--- src/rtl/router_nic_port.sv ---
// router_nic_port: router-side endpoint of the NIC link.
// Two single-packet virtual-channel buffers per direction (even/odd).
// The link side addresses VC p and the switch side addresses VC ~p, where p
// toggles every cycle. The two sides therefore never touch the same buffer in
// the same cycle.
// Optional feature: define ROUTER_NIC_PORT_STATS_EN to add the 16-bit
// rx_count / tx_count link-handshake counters.
module router_nic_port #(
  parameter int PACKET_WIDTH = 64
) (
  input  logic                    clk,
  input  logic                    reset,
  output logic                    polarity,
  input  logic                    in_si,
  output logic                    in_ri,
  input  logic [0:PACKET_WIDTH-1] in_di,
  output logic                    out_so,
  input  logic                    out_ro,
  output logic [0:PACKET_WIDTH-1] out_do,
  output logic                    sw_rx_valid,
  input  logic                    sw_rx_ready,
  output logic [0:PACKET_WIDTH-1] sw_rx_data,
  input  logic                    sw_tx_valid,
  output logic                    sw_tx_ready,
  input  logic [0:PACKET_WIDTH-1] sw_tx_data
`ifdef ROUTER_NIC_PORT_STATS_EN
  ,
  output logic [15:0]             rx_count,
  output logic [15:0]             tx_count
`endif
);

  logic                    p;
  logic [0:PACKET_WIDTH-1] ib [2];
  logic [1:0]              ib_full;
  logic [0:PACKET_WIDTH-1] eb [2];
  logic [1:0]              eb_full;

  logic link_vc;
  logic sw_vc;
  logic in_hs;
  logic rx_hs;
  logic tx_hs;
  logic out_hs;

  // VC selection and handshakes; all outputs depend on registers only.
  assign link_vc = p;
  assign sw_vc   = ~p;

  assign in_ri       = ~ib_full[link_vc];
  assign sw_rx_valid = ib_full[sw_vc];
  assign sw_rx_data  = ib[sw_vc];
  assign sw_tx_ready = ~eb_full[sw_vc];
  assign out_so      = eb_full[link_vc];
  assign out_do      = eb_full[link_vc] ? eb[link_vc] : '0;
  assign polarity    = p;

  assign in_hs  = in_si & ~ib_full[link_vc];
  assign rx_hs  = ib_full[sw_vc] & sw_rx_ready;
  assign tx_hs  = sw_tx_valid & ~eb_full[sw_vc];
  assign out_hs = eb_full[link_vc] & out_ro;

  // Polarity toggle plus fill/drain of both buffer pairs.
  // NOTE: sequential state uses non-blocking assignments so every register
  // samples pre-edge values regardless of statement order.
  always_ff @(posedge clk or negedge reset) begin
    if (!reset) begin
      p       <= 1'b0;
      // NOTE: the data buffers are reset too, so sw_rx_data reads zero out of
      // reset rather than whatever the flops power up with.
      ib[0]   <= '0;
      ib[1]   <= '0;
      eb[0]   <= '0;
      eb[1]   <= '0;
      ib_full <= '0;
      eb_full <= '0;
    end else begin
      p <= ~p;
      if (in_hs) begin
        ib[link_vc]      <= in_di;
        ib_full[link_vc] <= 1'b1;
      end
      if (rx_hs) begin
        ib_full[sw_vc] <= 1'b0;
      end
      if (tx_hs) begin
        eb[sw_vc]      <= sw_tx_data;
        eb_full[sw_vc] <= 1'b1;
      end
      if (out_hs) begin
        eb_full[link_vc] <= 1'b0;
      end
    end
  end

`ifdef ROUTER_NIC_PORT_STATS_EN
  // Link-handshake counters, wrapping at 16 bits.
  always_ff @(posedge clk or negedge reset) begin
    if (!reset) begin
      rx_count <= 16'h0000;
      tx_count <= 16'h0000;
    end else begin
      if (in_hs) rx_count <= rx_count + 16'h0001;
      if (out_hs) tx_count <= tx_count + 16'h0001;
    end
  end
`endif

endmodule
--- config.mk ---
export PLATFORM = sky130hd
export DESIGN_NAME = router_nic_port
export DESIGN_NICKNAME = d
export VERILOG_FILES = /design/src/rtl/router_nic_port.sv
export SDC_FILE = /design/constraint.sdc
export NUM_CORES = 1
export LEC_CHECK = 0
export CORE_MARGIN = 3
export CORE_UTILIZATION = 56
export CTS_BUF_LIST = sky130_fd_sc_hd__clkbuf_2 sky130_fd_sc_hd__clkbuf_4 sky130_fd_sc_hd__clkbuf_8
export CTS_CLUSTER_SIZE = 28
export DETAILED_ROUTE_END_ITERATION = 10
export PLACE_DENSITY = 0.95
export REMOVE_ABC_BUFFERS = 1
export SETUP_SLACK_MARGIN = 0.05
export SYNTH_ARGS = -nofsm -noshare
export SYNTH_HDL_FRONTEND = slang
export SYNTH_SLANG_ARGS = --single-unit
export TNS_END_PERCENT = 50
--- constraint.sdc ---
create_clock -name clk -period 3.95 [get_ports clk]
set_input_delay 0.5925 -clock clk [delete_from_list [all_inputs] [get_ports clk]]
set_output_delay 0.5925 -clock clk [all_outputs]
set_load 0.01 [all_outputs]
==> results.sh, run 1 <==
export IMPL_status="completed"
export IMPL_hold_path_class="reg2reg"
export IMPL_die_height_um=147.8
export IMPL_place_port_buffers=266
export IMPL_final_layout_size_suffix_gt1_frac=0.4055
export IMPL_power_leakage_nw=6.191
export IMPL_skew_final_ns=0.01837
export IMPL_chipWidth_um=147.8
export IMPL_final_period_utilization=0.8471
export IMPL_initialDrtViolationCount=282
export IMPL_timing_max_slew_rel_slack=0.3309
export IMPL_critical_path_endpoint_type="primary output"
export IMPL_clock_sinks=261
export IMPL_placement_cell_area_mm2=0.01397
export IMPL_yosys_cell_types_count=19
export IMPL_fraction_of_the_yosys_area_taken_by_sequential_cells=0.5805
export IMPL_place_hpwl_um=17030
export IMPL_dominant_register_cell_in_the_synthesized_netlist="sky130_fd_sc_hd__dfrtp_1"
export IMPL_worst_skew_pair_later_pin_latency_ns=0.52
export IMPL_drt_total_wl_um=26940
export IMPL_routed_via_count=7173
export IMPL_cap_violations=0
export IMPL_worst_slack_ns=0.6039
export IMPL_cts_setup_buffers=0
export IMPL_synthDominantCellAreaShare=0.5805
export IMPL_post_synth_top_count_cell="sky130_fd_sc_hd__mux2_2"
export IMPL_finalSetupTns_ns=0
export IMPL_ant_nets=0
export IMPL_synth_async_reset_ratio=1.000
export IMPL_layout_filler_cells=1109
export IMPL_floorplan_rows=51
export IMPL_finalNetCount=1124
export IMPL_stdcell_area_mm2=0.01489
export IMPL_grt_antenna_before_repair=0
export IMPL_hold_violation_count_in_the_final_report=0
export IMPL_grt_setup_unrepaired="false"
export IMPL_achievable_frequency_mhz=298.9
export IMPL_post_synth_most_frequent_cells="sky130_fd_sc_hd__mux2_2, sky130_fd_sc_hd__dfrtp_1, sky130_fd_sc_hd__a22o_1"
export IMPL_vias_per_cell=5.573
export IMPL_grt_pass1_vias=7990
export IMPL_finalCriticalPeriod_ns=3.346
export IMPL_clock_tree_from_tritoncts="yes"
export IMPL_maxSlewViolCount=0
export IMPL_worst_r2r_setup_slack_ns=1.66
export IMPL_crit_path_max_fanout=75
export IMPL_measured_slew_at_the_worst_slew_check_pin_ns=1.004
export IMPL_vdd_ir_drop_worst_uv=352.4
export IMPL_setup_viol_count_final=0
export IMPL_gr_usage_all_layers=0.2446
export IMPL_timing_critical_path_from_type="flop"
export IMPL_post_synth_inst_count=717
export IMPL_coreArea_mm2=0.01959
export IMPL_flip_flop_and_latch_count_after_synthesis=261
export IMPL_cp_data_required_time_ns=3.36
export IMPL_clock_input_transition_at_the_sequential_cells_of_the_worst_setup_and_hold_paths_ns=0.06
export IMPL_fin_util=0.7601
export IMPL_crit_type="reg2out"
export IMPL_r2r_cells=4
export IMPL_pwr_density_cell_mw_per_mm2=481.3
export IMPL_number_of_instances_on_the_worst_hold_path=1
export IMPL_cts_root_buffer_cell="sky130_fd_sc_hd__clkbuf_8"
export IMPL_fin_total_pwr_mw=7.166
export IMPL_grt_start_max_net_pins=107
export IMPL_top_level_ports=267
export IMPL_mappedNetlistArea_mm2=0.01125
export IMPL_yosys_top_cells_area="sky130_fd_sc_hd__dfrtp_1, sky130_fd_sc_hd__mux2_2, sky130_fd_sc_hd__a22o_1"
export IMPL_synth_edff_count=0
export IMPL_remaining_drc_errors=0
export IMPL_post_place_worst_slack_ns=1.174
export IMPL_cts_root_to_sink_buffers=3
export IMPL_synth_top_area_cell="sky130_fd_sc_hd__dfrtp_1"
export IMPL_globalplace_congestion=0.7882
export IMPL_detail_route_first_pass_iterations=4
export IMPL_gr_total_overflow=0
export IMPL_timing_critical_path_arrival_ns=2.75
export IMPL_area_growth_syn_to_layout_pct=32.34
export IMPL_ys_warn_count=0
export IMPL_initial_cell_density_of_the_core=0.5744
export IMPL_number_of_buffers_inserted_during_clock_tree_synthesis=43
export IMPL_synth_area_per_cell_um2=15.69
export IMPL_drt_wirelength_per_cell_um=20.94
export IMPL_first_pass_grt_wire_length_um=43150
export IMPL_floorplan_die_area_mm2=0.02183
export IMPL_clock_tree_htree_level_count=2
## cells by family (layout without fill, tap and decap cells)
logic type | count (synthesis) | count (layout) | share of synthesized area
multiplexers | 322 | 322 | 0.3220
buffers and inverters | 53 | 357 | 0.03881
flip-flops | 261 | 261 | 0.5805
AND/OR/NAND/NOR | 10 | 10 | 0.005338
AO/OA/AOI/OAI | 71 | 71 | 0.05338
other | 0 | 1 | 0
## worst max-delay path, stage by stage, from the launching register on
cell and delay, ns:
sky130_fd_sc_hd__dfrtp_2 0.44, sky130_fd_sc_hd__buf_4 0.74, sky130_fd_sc_hd__mux2_2 0.42, sky130_fd_sc_hd__clkdlybuf4s50_1 0.54
## path summary, 6_finish.rpt
path | endpoint | from
worst max-delay path | sw_rx_data[24] | polarity
worst max register to register | ib[38] | polarity
worst min-delay path | ib[77] | ib[77]
max in group asynchronous | ib[7] | reset
min in group asynchronous | eb[104] | reset
worst min register to register | ib[77] | ib[77]
## repair_timing
action | 4_1_cts | 5_1_grt
endpoints found under the setup margin | 0 | 0
hold endpoints to repair | 48 | 0
hold buffers | 1 | 0
resized for setup | 0 | 0
## power by group
group	total (mW)	internal (mW)	switching [mW]
clock network	2.43	1.43	1.01
registers	3.30	3.08	0.218
logic	1.43	0.907	0.525
total	7.17	5.42	1.75
## final cells by class
type                       count  area (um2)  share of cell area
clock inverter                 1       5.005           0.0003361
clock buffer                  75       907.1             0.06092
antenna                        1       2.502           0.0001681
timing repair buffer         278        2798              0.1879
inverter                       3       11.26           0.0007562
sequential                   261        6533              0.4387
multi-input combinational    403        4303              0.2890
tap                          265       331.6             0.02227
## layer usage
metal	up-vias	wire, um	track usage
met4	0	461	0.05918
met1	3686	10720	0.3056
met5	-	0	0
met3	41	2763	0.09595
met2	272	13000	0.4047
li1	3174	-	-
## through the flow
stage	hold slack [ns]	cells
floorplan	0.2969	667
global placement	0.4827	1209
detailed placement	0.4900	1209
CTS	0.5033	1286
global route	0.5075	1286
finish	0.5013	1287
## cell usage in the layout (no fill, tap or decap), drive strengths merged
| cell | count |
|---|---|
| buf | 12 |
| nor2 | 1 |
| or2 | 1 |
| o21ai | 3 |
| diode | 1 |
| nor3b | 2 |
| and2 | 1 |
| clkdlybuf4s50 | 265 |
| a21oi | 2 |
| clkinv | 1 |
| mux2i | 2 |
| clkbuf | 75 |
| nand3b | 2 |
| mux2 | 320 |
| dlygate4sd3 | 1 |
| dfrtp | 261 |
| nand2 | 2 |
| a22o | 65 |
| nor2b | 1 |
| o22ai | 1 |
| inv | 3 |
## sequential cells by signal, summed over array words and instances, names as in the netlist
register and flops:
polarity 1, ib 128, eb_full 2, ib_full 2, eb 128
Note: power is estimated with default switching activity, not from simulation.
==> run 2: changes to the inputs <==
- CORE_UTILIZATION: 56 -> 52
- PLACE_DENSITY: 0.95 -> 0.92
- clock period: 3.95 -> 3.1 ns (I/O delays scaled with it)
==> run 2 against run 1 <==
Sequential cell count stayed put. Highest routed layer unchanged. Sequential share of layout area down 0.22 points. Total power rose by 27%. Clock-buffer cell count is 10 lower. Clock power is 26% higher. Final cell count rose by 0.70%. Combinational power is 27% higher. Sequential power increased by 28%. Non-clock buffer count rose by 5. Routed wire length down 1.8%. Via count is 0.28% higher. Final area is 0.54% higher.
==> results.sh, run 2 (same netlist as run 1, synthesis figures left out) <==
export IMPL_gr_usage_all_layers=0.2236
export IMPL_worst_skew_pair_later_pin_latency_ns=0.53
export IMPL_setup_viol_count_final=0
export IMPL_r2r_cells=4
export IMPL_antenna_diode_count=0
export IMPL_skew_final_ns=0.02978
export IMPL_top_level_ports=267
export IMPL_number_of_instances_on_the_worst_hold_path=1
export IMPL_power_leakage_nw=6.201
export IMPL_achievable_frequency_mhz=341.8
export IMPL_place_hpwl_um=17210
export IMPL_worst_r2r_setup_slack_ns=0.94
export IMPL_post_place_worst_slack_ns=0.6615
export IMPL_final_layout_size_suffix_gt1_frac=0.4055
export IMPL_routed_via_count=7193
export IMPL_finalCriticalPeriod_ns=2.926
export IMPL_clock_sinks=261
export IMPL_floorplan_die_area_mm2=0.02344
export IMPL_timing_critical_path_arrival_ns=2.46
export IMPL_max_stage_delay_ns=0.59
export IMPL_grt_setup_unrepaired="false"
export IMPL_clock_input_transition_at_the_sequential_cells_of_the_worst_setup_and_hold_paths_ns=0.06
export IMPL_grt_pass1_vias=7935
export IMPL_largest_registers="eb (128), ib (128)"
export IMPL_timing_max_slew_rel_slack=0.4855
export IMPL_cap_violations=0
export IMPL_drt_wirelength_per_cell_um=20.42
export IMPL_coreArea_mm2=0.02115
export IMPL_critical_path_buf_inv_count=2
export IMPL_cts_setup_buffers=0
export IMPL_initial_cell_density_of_the_core=0.5319
export IMPL_critical_path_endpoint_type="primary output"
export IMPL_hold_violation_count_in_the_final_report=0
export IMPL_ant_nets=0
export IMPL_place_port_buffers=266
export IMPL_timing_critical_path_from_type="flop"
export IMPL_final_cell_mix="sky130_fd_sc_hd__mux2_2, sky130_fd_sc_hd__clkdlybuf4s50_1, sky130_fd_sc_hd__dfrtp_1"
export IMPL_first_pass_grt_wire_length_um=42600
export IMPL_drt_total_wl_um=26470
export IMPL_fin_total_pwr_mw=9.087
export IMPL_crit_cells=4
export IMPL_maxSlewViolCount=0
export IMPL_pwr_density_cell_mw_per_mm2=607.0
export IMPL_number_of_buffers_inserted_during_clock_tree_synthesis=43
export IMPL_final_period_utilization=0.9439
export IMPL_die_height_um=153.1
export IMPL_cts_root_buffer_cell="sky130_fd_sc_hd__clkbuf_8"
export IMPL_crit_type="reg2out"
export IMPL_cp_data_required_time_ns=2.63
export IMPL_hold_path_class="reg2reg"
export IMPL_measured_slew_at_the_worst_slew_check_pin_ns=0.7718
export IMPL_vdd_ir_drop_worst_uv=419.7
export IMPL_grt_antenna_before_repair=0
export IMPL_worst_slack_ns=0.1739
export IMPL_leading_cell_type_in_the_layout_fill_and_taps_excluded="sky130_fd_sc_hd__mux2_2"
export IMPL_globalplace_congestion=0.8358
export IMPL_crit_path_max_delay_family="buffers and inverters"
export IMPL_status="completed"
export IMPL_area_growth_syn_to_layout_pct=33.05
export IMPL_clock_tree_htree_level_count=2
export IMPL_floorplan_rows=53
export IMPL_remaining_drc_errors=0
export IMPL_chipWidth_um=153.1
export IMPL_crit_path_max_fanout=65
export IMPL_detail_route_first_pass_iterations=4
export IMPL_gr_total_overflow=0
export IMPL_cts_root_to_sink_buffers=3
export IMPL_grt_start_max_net_pins=104
export IMPL_crit_slowest_cell="sky130_fd_sc_hd__dfrtp_4"
export IMPL_vias_per_cell=5.550
export IMPL_finalNetCount=1129
export IMPL_hold_slack_final_ns=0.5003
export IMPL_path_cells="and2_2 -> buf_12 -> a22o_1 -> clkdlybuf4s50_1"
export IMPL_clock_tree_from_tritoncts="yes"
export IMPL_initialDrtViolationCount=270
[run 2: final cells by class]
| cell class | instances | area (um2) |
|---|---|---|
| clock inverter | 6 | 62.56 |
| multi-input combinational | 403 | 4303 |
| inverter | 3 | 11.26 |
| tap | 275 | 344.1 |
| clock buffer | 65 | 825.8 |
| fill | 1356 | 6183 |
| timing repair buffer | 283 | 2889 |
| sequential | 261 | 6535 |
[run 2: worst paths after layout]
kind	endpoint	startpoint
worst min-delay path	ib[30]	ib[30]
min in group asynchronous	eb[88]	reset
worst max-delay path	out_do[27]	polarity
worst min register to register	ib[30]	ib[30]
worst max register to register	ib[115]	polarity
max in group asynchronous	ib[77]	reset
[run 2: power by group]
group	switching, mW	leakage [nW]	internal [mW]
Clock	1.29	0.461	1.77
Combinational	0.653	2.69	1.16
Sequential	0.285	3.05	3.93
[run 2: layer usage]
layer,track usage,part of all wire
met2,0.3596,0.47
met4,0.06958,0.024
met1,0.2806,0.39
met5,0,0
met3,0.08862,0.11
[run 2: what timing repair did]
| item | 4_1_cts | 5_1_grt |
|---|---|---|
| endpoints found under the setup margin | 1 | 53 |
| gates cloned | 0 | 0 |
| hold buffers | 1 | 0 |
| gates resized for setup | 1 | 1 |
| pin swaps | 0 | 0 |
| endpoints found under the hold margin | 15 | 0 |
[run 2: metrics by stage]
step,setup TNS (ns),cells,utilization,cell area [um2]
floorplan,-823.27,667,-,10830
global placement,0,1224,0.6649,14070
detailed placement,0,1224,0.6649,14070
CTS,0,1296,0.7076,14970
global route,0,1296,0.7077,14970
finish,0,1296,0.7077,14970
